$ cat src/rtl/updown_cnt_ctrl.sv
// -----------------------------------------------------------------------------
// updown_cnt_ctrl
//
// Run/stop/clear controller for a decimal up/down event counter. A three-state
// FSM (STOP, RUN, CLEAR) decides when the count may advance. The count steps
// once per i_tick while running, wraps at 0 and MAX_CNT, and follows the
// direction held in o_mode. The mode button toggles the direction in any
// state. Every button input is taken as a one-cycle press: a level held for N
// cycles counts as N presses.
//
// Parameters
//   MAX_CNT     terminal count; the count range is 0..MAX_CNT inclusive
//   CNT_W       count width, $clog2(MAX_CNT+1)
//
// Ports
//   clk         system clock, rising edge
//   rstn        asynchronous active-low reset
//   i_tick      count-enable pulse from the tick generator
//   i_run_btn   run/stop toggle pulse
//   i_clear_btn clear request pulse
//   i_mode_btn  direction toggle pulse
//   o_cnt       current count, registered
//   o_running   high while the FSM is in RUN, registered
//   o_mode      count direction, registered (0 = up, 1 = down)
//   o_state     FSM state: STOP=00, RUN=01, CLEAR=10
// -----------------------------------------------------------------------------
module updown_cnt_ctrl #(
  parameter int MAX_CNT = 9999,
  parameter int CNT_W   = $clog2(MAX_CNT + 1)
) (
  input  logic             clk,
  input  logic             rstn,
  input  logic             i_tick,
  input  logic             i_run_btn,
  input  logic             i_clear_btn,
  input  logic             i_mode_btn,
  output logic [CNT_W-1:0] o_cnt,
  output logic             o_running,
  output logic             o_mode,
  output logic [1:0]       o_state
);

  typedef enum logic [1:0] {
    ST_STOP  = 2'b00,
    ST_RUN   = 2'b01,
    ST_CLEAR = 2'b10
  } state_t;

  localparam logic [CNT_W-1:0] MAX_V = CNT_W'(MAX_CNT);

  state_t           r_state;
  state_t           w_state_nxt;
  logic [CNT_W-1:0] r_cnt;
  logic [CNT_W-1:0] w_cnt_nxt;
  logic             r_mode;
  logic             w_mode_nxt;
  logic             r_running;
  logic             w_step;

  // Up step with wrap. Any value above MAX_V (unreachable in normal operation)
  // also returns to zero so the count can never stay out of range.
  function automatic logic [CNT_W-1:0] f_step_up(input logic [CNT_W-1:0] v);
    if (v >= MAX_V) begin
      return '0;
    end
    return v + CNT_W'(1);
  endfunction

  // Down step with wrap to MAX_V; an out-of-range value is pulled back to
  // MAX_V as well.
  function automatic logic [CNT_W-1:0] f_step_down(input logic [CNT_W-1:0] v);
    if ((v == '0) || (v > MAX_V)) begin
      return MAX_V;
    end
    return v - CNT_W'(1);
  endfunction

  // Next-state logic. Clear outranks run in both STOP and RUN; CLEAR is a
  // single-cycle state that ignores the run and clear buttons.
  always_comb begin
    w_state_nxt = r_state;
    case (r_state)
      ST_STOP: begin
        if (i_clear_btn) begin
          w_state_nxt = ST_CLEAR;
        end else if (i_run_btn) begin
          w_state_nxt = ST_RUN;
        end
      end
      ST_RUN: begin
        if (i_clear_btn) begin
          w_state_nxt = ST_CLEAR;
        end else if (i_run_btn) begin
          w_state_nxt = ST_STOP;
        end
      end
      ST_CLEAR: begin
        w_state_nxt = ST_STOP;
      end
      default: begin
        w_state_nxt = ST_STOP;
      end
    endcase
  end

  // A tick is counted only from RUN and only when no clear is requested. A run
  // press in the same cycle still lets the tick through (the FSM leaves RUN on
  // this edge, after the step). In STOP the tick is never counted.
  assign w_step = (r_state == ST_RUN) && i_tick && !i_clear_btn;

  // Count datapath. The count is zeroed on the edge that enters CLEAR so the
  // zero is visible together with o_state == CLEAR. The step direction is the
  // current r_mode, so a mode press in the same cycle affects the next tick.
  always_comb begin
    w_cnt_nxt = r_cnt;
    if (w_state_nxt == ST_CLEAR || r_state == ST_CLEAR) begin
      w_cnt_nxt = '0;
    end else if (w_step) begin
      if (r_mode) begin
        w_cnt_nxt = f_step_down(r_cnt);
      end else begin
        w_cnt_nxt = f_step_up(r_cnt);
      end
    end
  end

  // The direction toggles in every state, including CLEAR.
  assign w_mode_nxt = r_mode ^ i_mode_btn;

  always_ff @(posedge clk or negedge rstn) begin
    if (!rstn) begin
      r_state   <= ST_STOP;
      r_cnt     <= '0;
      r_mode    <= 1'b0;
      r_running <= 1'b0;
    end else begin
      r_state   <= w_state_nxt;
      r_cnt     <= w_cnt_nxt;
      r_mode    <= w_mode_nxt;
      // Registered from the next state so it lines up with o_state.
      r_running <= (w_state_nxt == ST_RUN);
    end
  end

  assign o_cnt     = r_cnt;
  assign o_running = r_running;
  assign o_mode    = r_mode;
  assign o_state   = r_state;

endmodule

$ cat config.mk
export PLATFORM = sky130hd
export DESIGN_NAME = updown_cnt_ctrl
export DESIGN_NICKNAME = d
export VERILOG_FILES = /design/src/rtl/updown_cnt_ctrl.sv
export SDC_FILE = /design/constraint.sdc
export NUM_CORES = 1
export LEC_CHECK = 0
export ABC_AREA = 1
export CAP_MARGIN = 20
export CORE_MARGIN = 5
export CORE_UTILIZATION = 45
export DETAILED_ROUTE_END_ITERATION = 8
export GPL_TIMING_DRIVEN = 0
export PLACE_DENSITY = 0.74
export SLEW_MARGIN = 40
export SYNTH_ARGS = -nofsm -noshare
export SYNTH_HDL_FRONTEND = slang
export SYNTH_SLANG_ARGS = --single-unit
$ cat constraint.sdc
create_clock -name clk -period 2.5 [get_ports clk]
set_input_delay 0.5 -clock clk [delete_from_list [all_inputs] [get_ports clk]]
set_output_delay 0.5 -clock clk [all_outputs]
set_load 0.02 [all_outputs]
### Word-level counts from Yosys, hierarchy flattened

Index checks and enable logic that the tools add are counted.

* add/sub/neg operators: 2
* $lt $le $gt $ge: 2
* eq/ne operators: 4
* mux-type cells: 20
* bitwise logic cells: 1
* reduce and logical (&&, ||, !) cells: 8

Operators by type and width (count)
* $mux W14: 7
* $add A14 B1 Y14 const B: 1
* $ge A14 B14 Y1 const B: 1
* $gt A14 B14 Y1 const B: 1
* $logic_not A14 Y1: 1
* $sub A14 B1 Y14 const B: 1
* $mux W1: 8
* $mux W2: 4
* $eq A2 B1 Y1 const B: 2
* $eq A2 B2 Y1 const B: 2
* $pmux W2 S2: 1
* $logic_and A1 B1 Y1: 2
* $logic_not A2 Y1: 1
* $logic_or A1 B1 Y1: 2
* $reduce_bool A2 Y1: 1
* $logic_not A1 Y1: 1
* $xor A1 B1 Y1: 1

* bits in registers: 18
* bits of input ports: 6
* output and inout port bits: 18
* logic and storage cells: 41

### Longest topological paths before layout

Gate-level depths: netlist of run 1.

* depth in word-level cells: 10
* depth in mapped cells: 13

### Worst setup path after synthesis of run 1

Ideal clock, no wire load.

* path type: register -> register
* start: register r_cnt[0] (netlist: o_cnt[0])
* end: register r_cnt[2] (netlist: o_cnt[2])
* arrival: 1542 ps
* required time: 2384 ps
* setup slack: 842 ps
* stages on the path, launching flop included: 11
* period minus slack after synthesis: 1658 ps
* cells stage by stage: dfrtp_1 > ha_1 > nand3_1 > inv_1 > nand3_2 > nand2_4 > nand2_4 > nor2_4 > nand2_1 > nand2_1 > nand2_1

* cells in the longest elaborated chain, start to end: 10
* elaborated cells between the ends (all ways): 19
* those cells by class: add/sub (2); order compare (2); mux (13); reduce/logical (2)

RTL lines
* from (decl): RTL line 53 `logic [CNT_W-1:0] r_cnt;`
* from (signal assigned): RTL line 138 `r_cnt <= w_cnt_nxt;`
* $gt A14 B14 Y1 or $logic_not A14 Y1 (tied branches): RTL line 72 `if ((v == '0) || (v > MAX_V)) begin`
* $logic_or A1 B1 Y1: RTL line 72
* $mux W1: RTL line 72
* $mux W1: RTL line 119 `if (r_mode) begin`
* $mux W1: RTL line 118 `end else if (w_step) begin`
* $mux W1: RTL line 116 `if (w_state_nxt == ST_CLEAR || r_state == ST_CLEAR) begin`
* $mux W14: RTL line 75 `return v - CNT_W'(1);`
* $mux W14 (*): RTL line 119
* $mux W14 (*): RTL line 118
* $mux W14 (*): RTL line 116

Mark *: on every way between the ends. The rest lies on a longest branch, timed or not. The select of a mux whose other input is x is not followed.
A chain may end at the register's enable or synchronous reset.

### Final worst setup path of run 1

* start: register r_mode (netlist: o_mode)
* end: output o_mode

RTL lines
* from (decl): RTL line 55 `logic r_mode;`
* from (signal assigned): RTL line 139 `r_mode <= w_mode_nxt;`
* to (decl): RTL line 39 `output logic o_mode,`

No word-level cell between the ends.

==> flow_summary.toml, run 1 <==
[run_status]
outcome = "finished, final reports clean"

[route]
wl_mm = 4.14
vias = 1588
vias_per_cell = 4.99
dr.pass1.iters = 4
first_iter_violations = 124
drc = 0
drt-met1-wl_mm = 1.87
top_layer_used = "met4"
met3_length_um = 288
ant_nets = 0
dr_wl_met2_mm = 1.93
wl_per_cell_um = 13.0

[critical_path]
path_cells = "clkdlybuf4s50_1"
startpoint_type = "flop"
path_buf_inv = 1
worstReg2RegEnd = "o_cnt[9]"
r2r_setup_slack_ns = 0.63
required_ns = 2.00
cp.arrival_ns = 1.45
max_stage_delay_ns = 0.67
end_kind = "primary output"
cpMaxStageDelayCell = "clkdlybuf4s50_1"
crit_family = "buffers and inverters"
crit_type = "flop to primary output"
path_max_fanout = 8
timing.rr.start = "o_cnt[0]"
rr_worst_depth = 10

[power]
p_sw_frac = 0.433
p_seq_frac = 0.299
p_int_mw = 0.670
p_per_area_nw_per_um2 = 589
power_frac_comb = 0.486
pwr-share-clk = 0.215
ir_worst_vdd_mv = 0.327
p_leak_nw = 0.955
p_switching_mw = 0.511

[sta]
fmax_ghz = 0.512
rsz0062_at_grt = "no"
skew_ns = 0.00294
fin_crit_sh = 0.782
hold_viol = 0
fin_tns_setup_ns = 0
slew_viol_final = 0
tightest_slew_ns = 0.444
fin_crit_ns = 1.95
hold_slack_ns = 0.169
setup_viol = 0
max_slew_margin = 0.704

[layout]
layout_common_cells = "80 x nand2_1, 36 x nor2_1, 22 x clkdlybuf4s50_1"
final_common_cell = "nand2_1"
area_growth_pct = 20.4
fillers = 374
ff_latch_area_sq_um = 450
multi_input_area_sq_um = 1060
fin_nets = 279
layout-drive-gt1-share = 0.148
n_antenna_cell = 0

[logic_synthesis]
syn_area_per_cell_sq_um = 6.85
synth_top_cell_by_area = "dfrtp_1"
synthCells = 243
synth-edff-count = 0
synth.ff_latch_count = 18
ys_top_cells_by_area = "dfrtp_1 27%, nand2_1 18%, nor2_1 8.1%"
yosysTopAreaCellShare = 0.270
syn-num-nets = 251
synth_cell_types = 33
synth_area_sq_um = 1670
seq_area_frac_synth = 0.270
synthArstFlopShare = 1.00
synth_top_flop_cell = "dfrtp_1"
yosysWarnings = 0

[clock_tree]
htree_levels = 1
clk_pin_slew_ns = 0.08
cts_tree = "built"
postCtsSetupBuffers = 0
clockBufferDepth = 2
cts-root-buf = "clkbuf_8"
post_cts_resized = 0
holdBufCountCts = 0
cts_sinks = 18
cts_buffers = 3
clkLatencyLatePin_ns = 0.26

[global_routing]
grt_pass1_vias = 1534
overflow = 0
grt_pass1_wl_mm = 7.33
antenna_found_initial = 0
grt_max_degree = 19
grt_usage = 0.178

[floorplanning]
die_h_um = 70.8
ios = 24
initial_utilization = 0.458
design.die.area_sq_um = 5020
row_count = 22
core-area_sq_um = 3630
dieWidth_um = 70.8

[worst_hold_path]
hold_class = "primary input to async pin"

[place]
globalplace.congestion = 0.907
port_buffers = 23
place_hpwl_mm = 3.05

[flow_run]
maxCapViolations = 0
## flip-flops by register name, summed over array words and instances (netlist names)
name and flops:
o_cnt 14, o_running 1, o_mode 1, o_state 2
## power groups by stage
| stage | logic, mW | registers [mW] | clock network (mW) |
|---|---|---|---|
| after global placement | 0.569 | 0.358 | 0 |
| final | 0.574 | 0.353 | 0.254 |
| after detailed placement | 0.571 | 0.357 | 0 |
| after global routing | 0.632 | 0.357 | 0.272 |
| after floorplan | 0.395 | 0.376 | 0 |
| after CTS | 0.575 | 0.352 | 0.260 |
## how the worst max path moves through the flow
stage          cells past startpoint  endpoint        start
6_report                           1    o_mode       o_mode
5_1_grt                           10  o_cnt[9]     o_cnt[0]
4_1_cts                            1    o_mode       o_mode
3_5_place_dp                       8  o_cnt[5]  i_clear_btn
3_3_place_gp                       8  o_cnt[6]  i_clear_btn
2_1_floorplan                     10  o_cnt[2]     o_cnt[0]
## metal layers
layer	vias up	GRT usage
li1	816	-
met1	710	0.247
met4	0	0.0459
met5	-	0
met2	55	0.294
met3	7	0.0227
## cell families (layout without fill, tap and decap cells)
kind of cell,after synthesis,in the layout,share of synthesized area
xor gates and xnor gates,16,16,0.0841
DFF,18,18,0.270
buffers and inverters,29,56,0.0939
AOI/OAI and AO/OA,14,14,0.0541
adders and majority gates,2,2,0.0150
and+or+nand+nor,164,164,0.482
## stage by stage
step	std cells	util	setup WS, ns	cell area (sq um)	total power, mW
after floorplan	243	-	0.842	1670	0.771
after global placement	314	0.538	0.416	1960	0.928
after detailed placement	314	0.537	0.429	1950	0.928
after CTS	318	0.552	0.560	2010	1.19
after global routing	318	0.552	0.501	2010	1.26
final	318	0.552	0.545	2010	1.18
## final cells by class
cell class	instances	area share
Buffer	9	0.0381
Sequential cell	18	0.225
Inverter	20	0.0399
Clock buffer	4	0.0274
Multi-Input combinational cell	196	0.528
Timing Repair Buffer	23	0.112
Tap cell	48	0.0299
## synth_stat cells (3+ instances only)
master / number
nand3_1: 15
o21ai_0: 6
xor2_1: 11
nand2_2: 5
nor2_1: 36
xnor2_1: 5
nand2_1: 80
inv_1: 16
nand3_2: 3
buf_4: 5
nor2_4: 5
dfrtp_1: 18
nor3_1: 3
buf_6: 3
nand2_4: 5
nand4_1: 4
(Power assumes the default switching activity.)
==> inputs of run 2 (changes only) <==
==> constraint.sdc (replaced) <==
create_clock -name clk -period 1.8 [get_ports clk]
set_input_delay 0.36 -clock clk [delete_from_list [all_inputs] [get_ports clk]]
set_output_delay 0.36 -clock clk [all_outputs]
set_load 0.02 [all_outputs]
==> run 2 against run 1 <==
Compared with the run above: global-route usage is the same; worst setup slack lost 0.47 ns; critical path depth is the same; register-to-register slack lost 0.55 ns; via count grew 3.5%; final cell count grew 2.2%; combinational power grew 40%; sequential power grew 39%.
==> flow_summary.toml, run 2 (synthesis gave the netlist of run 1 again) <==
[run_status]
outcome = "finished, final reports clean"

[clock_tree]
clk_pin_slew_ns = 0.08
cts-root-buf = "clkbuf_8"
clkLatencyLatePin_ns = 0.26
clockBufferDepth = 2
htree_levels = 1
cts_tree = "built"
cts_buffers = 3
cts_sinks = 18

[critical_path]
r2r_setup_slack_ns = 0.08
path_buf_inv = 1
path_cells = "clkdlybuf4s50_1"
cp.arrival_ns = 1.37
required_ns = 1.44
crit_type = "flop to primary output"
end_kind = "primary output"
path_max_fanout = 6
startpoint_type = "flop"
timing.rr.start = "o_cnt[0]"
max_stage_delay_ns = 0.65
cpMaxStageDelayCell = "clkdlybuf4s50_1"
crit_family = "buffers and inverters"
crit_start = "o_cnt[12]"

[sta]
fin_tns_setup_ns = 0
fmax_ghz = 0.578
tightest_slew_ns = 0.439
max_slew_margin = 0.707
fin_crit_ns = 1.73
skew_ns = 0.00134
slew_viol_final = 0
setup_ws_ns = 0.0706
setup_viol = 0
hold_viol = 0
fin_crit_sh = 0.961

[place]
globalplace.congestion = 0.907
place_hpwl_mm = 3.05
dpl_cell_area_sq_um = 1950
dp_slack_ns = -0.131
port_buffers = 23
place_inst = 314

[layout]
layout-drive-gt1-share = 0.199
instances_no_fill = 325
area_growth_pct = 26.4
largest_reg_flops = 14
final_common_cell = "nand2_1"
fin_nets = 286
fillers = 362
ff_latch_area_sq_um = 454
multi_input_area_sq_um = 1080
n_antenna_cell = 0
final_cell_area_sq_um = 2100
layout_common_cells = "80 x nand2_1, 36 x nor2_1, 19 x clkdlybuf4s50_1"

[floorplanning]
row_count = 22
ios = 24
dieWidth_um = 70.8
core-area_sq_um = 3630
design.die.area_sq_um = 5020
initial_utilization = 0.458
die_h_um = 70.8

[route]
wl_mm = 4.33
vias_per_cell = 5.06
wl_per_cell_um = 13.3
vias = 1643
drc = 0
first_iter_violations = 84
ant_nets = 0
dr.pass1.iters = 4

[global_routing]
grt_pass1_wl_mm = 7.33
grt_pass1_vias = 1537
antenna_found_initial = 0
overflow = 0
grt_usage = 0.178
grt_max_degree = 19

[flow_run]
maxCapViolations = 0

[power]
ir_worst_vdd_mv = 0.450
p_total_mw = 1.65
p_leak_nw = 1.02
p_per_area_nw_per_um2 = 784

[worst_hold_path]
hold_class = "primary input to async pin"
==> run 2: cell count changes in the layout (fill, tap and decap cells not counted), moves of 2 or more <==
| cell | previous run | this run |
|---|---|---|
| buf_4 | 5 | 10 |
| buf_6 | 3 | 6 |
| clkdlybuf4s50_1 | 22 | 19 |
| dfrtp_1 | 18 | 15 |
| dfrtp_2 | 0 | 3 |
| dlymetal6s2s_1 | 0 | 2 |
| ha_1 | 2 | 0 |
==> run 2: power by group <==
| group | switching, mW | total (mW) | internal [mW] |
|---|---|---|---|
| logic | 0.502 | 0.806 | 0.304 |
| clock network | 0.158 | 0.353 | 0.195 |
| registers | 0.0549 | 0.491 | 0.436 |
| total | 0.715 | 1.65 | 0.936 |
==> run 2: timing repair <==
action                                  4_1_cts  5_1_grt
endpoints found under the setup margin        6       16
hold buffers                                  0        0
pin swaps                                     0        7
gates cloned                                  0        0
setup buffers                                 0        7
resized for setup                             2       15
==> run 2: cell type report <==
| class | instances | area share |
|---|---|---|
| sequential | 18 | 0.216 |
| inverter | 20 | 0.0380 |
| timing repair buffer | 30 | 0.134 |
| multi-input combinational | 196 | 0.515 |
| buffer | 9 | 0.0428 |
| tap | 48 | 0.0285 |
| clock buffer | 4 | 0.0262 |
==> run 2: worst paths after layout <==
| check | end | cells past startpoint |
|---|---|---|
| min in group clk | o_cnt[1] | 2 |
| max reg2reg | o_cnt[7] | 9 |
| min reg2reg | o_cnt[1] | 2 |
| max | o_cnt[12] | 1 |
| max in group asynchronous | o_cnt[1] | 1 |
| min | o_cnt[2] | 1 |
==> run 2: routing by layer <==
| layer | GRT usage | up-vias | share of wire |
|---|---|---|---|
| met5 | 0 | - | 0 |
| met4 | 0.0459 | 0 | 0.011 |
| met3 | 0.0227 | 5 | 0.053 |
| met2 | 0.294 | 45 | 0.48 |
| met1 | 0.247 | 761 | 0.45 |
| li1 | - | 832 | - |
==> run 2: per-stage QoR <==
step	hold WS [ns]	utilization
global route	0.0704	0.579
finish	0.0280	0.579
detailed placement	0.334	0.537
CTS	0.0450	0.552
floorplan	0.0644	-
global placement	0.566	0.538
==> run 2: worst reg2reg max path: cells and delay by family, from the launching register on <==
kind	cells	cell delay, ns
buffers and inverters	1	0.12
DFF	1	0.47
and+or+nand+nor	7	0.82
adders and majority gates	1	0.22
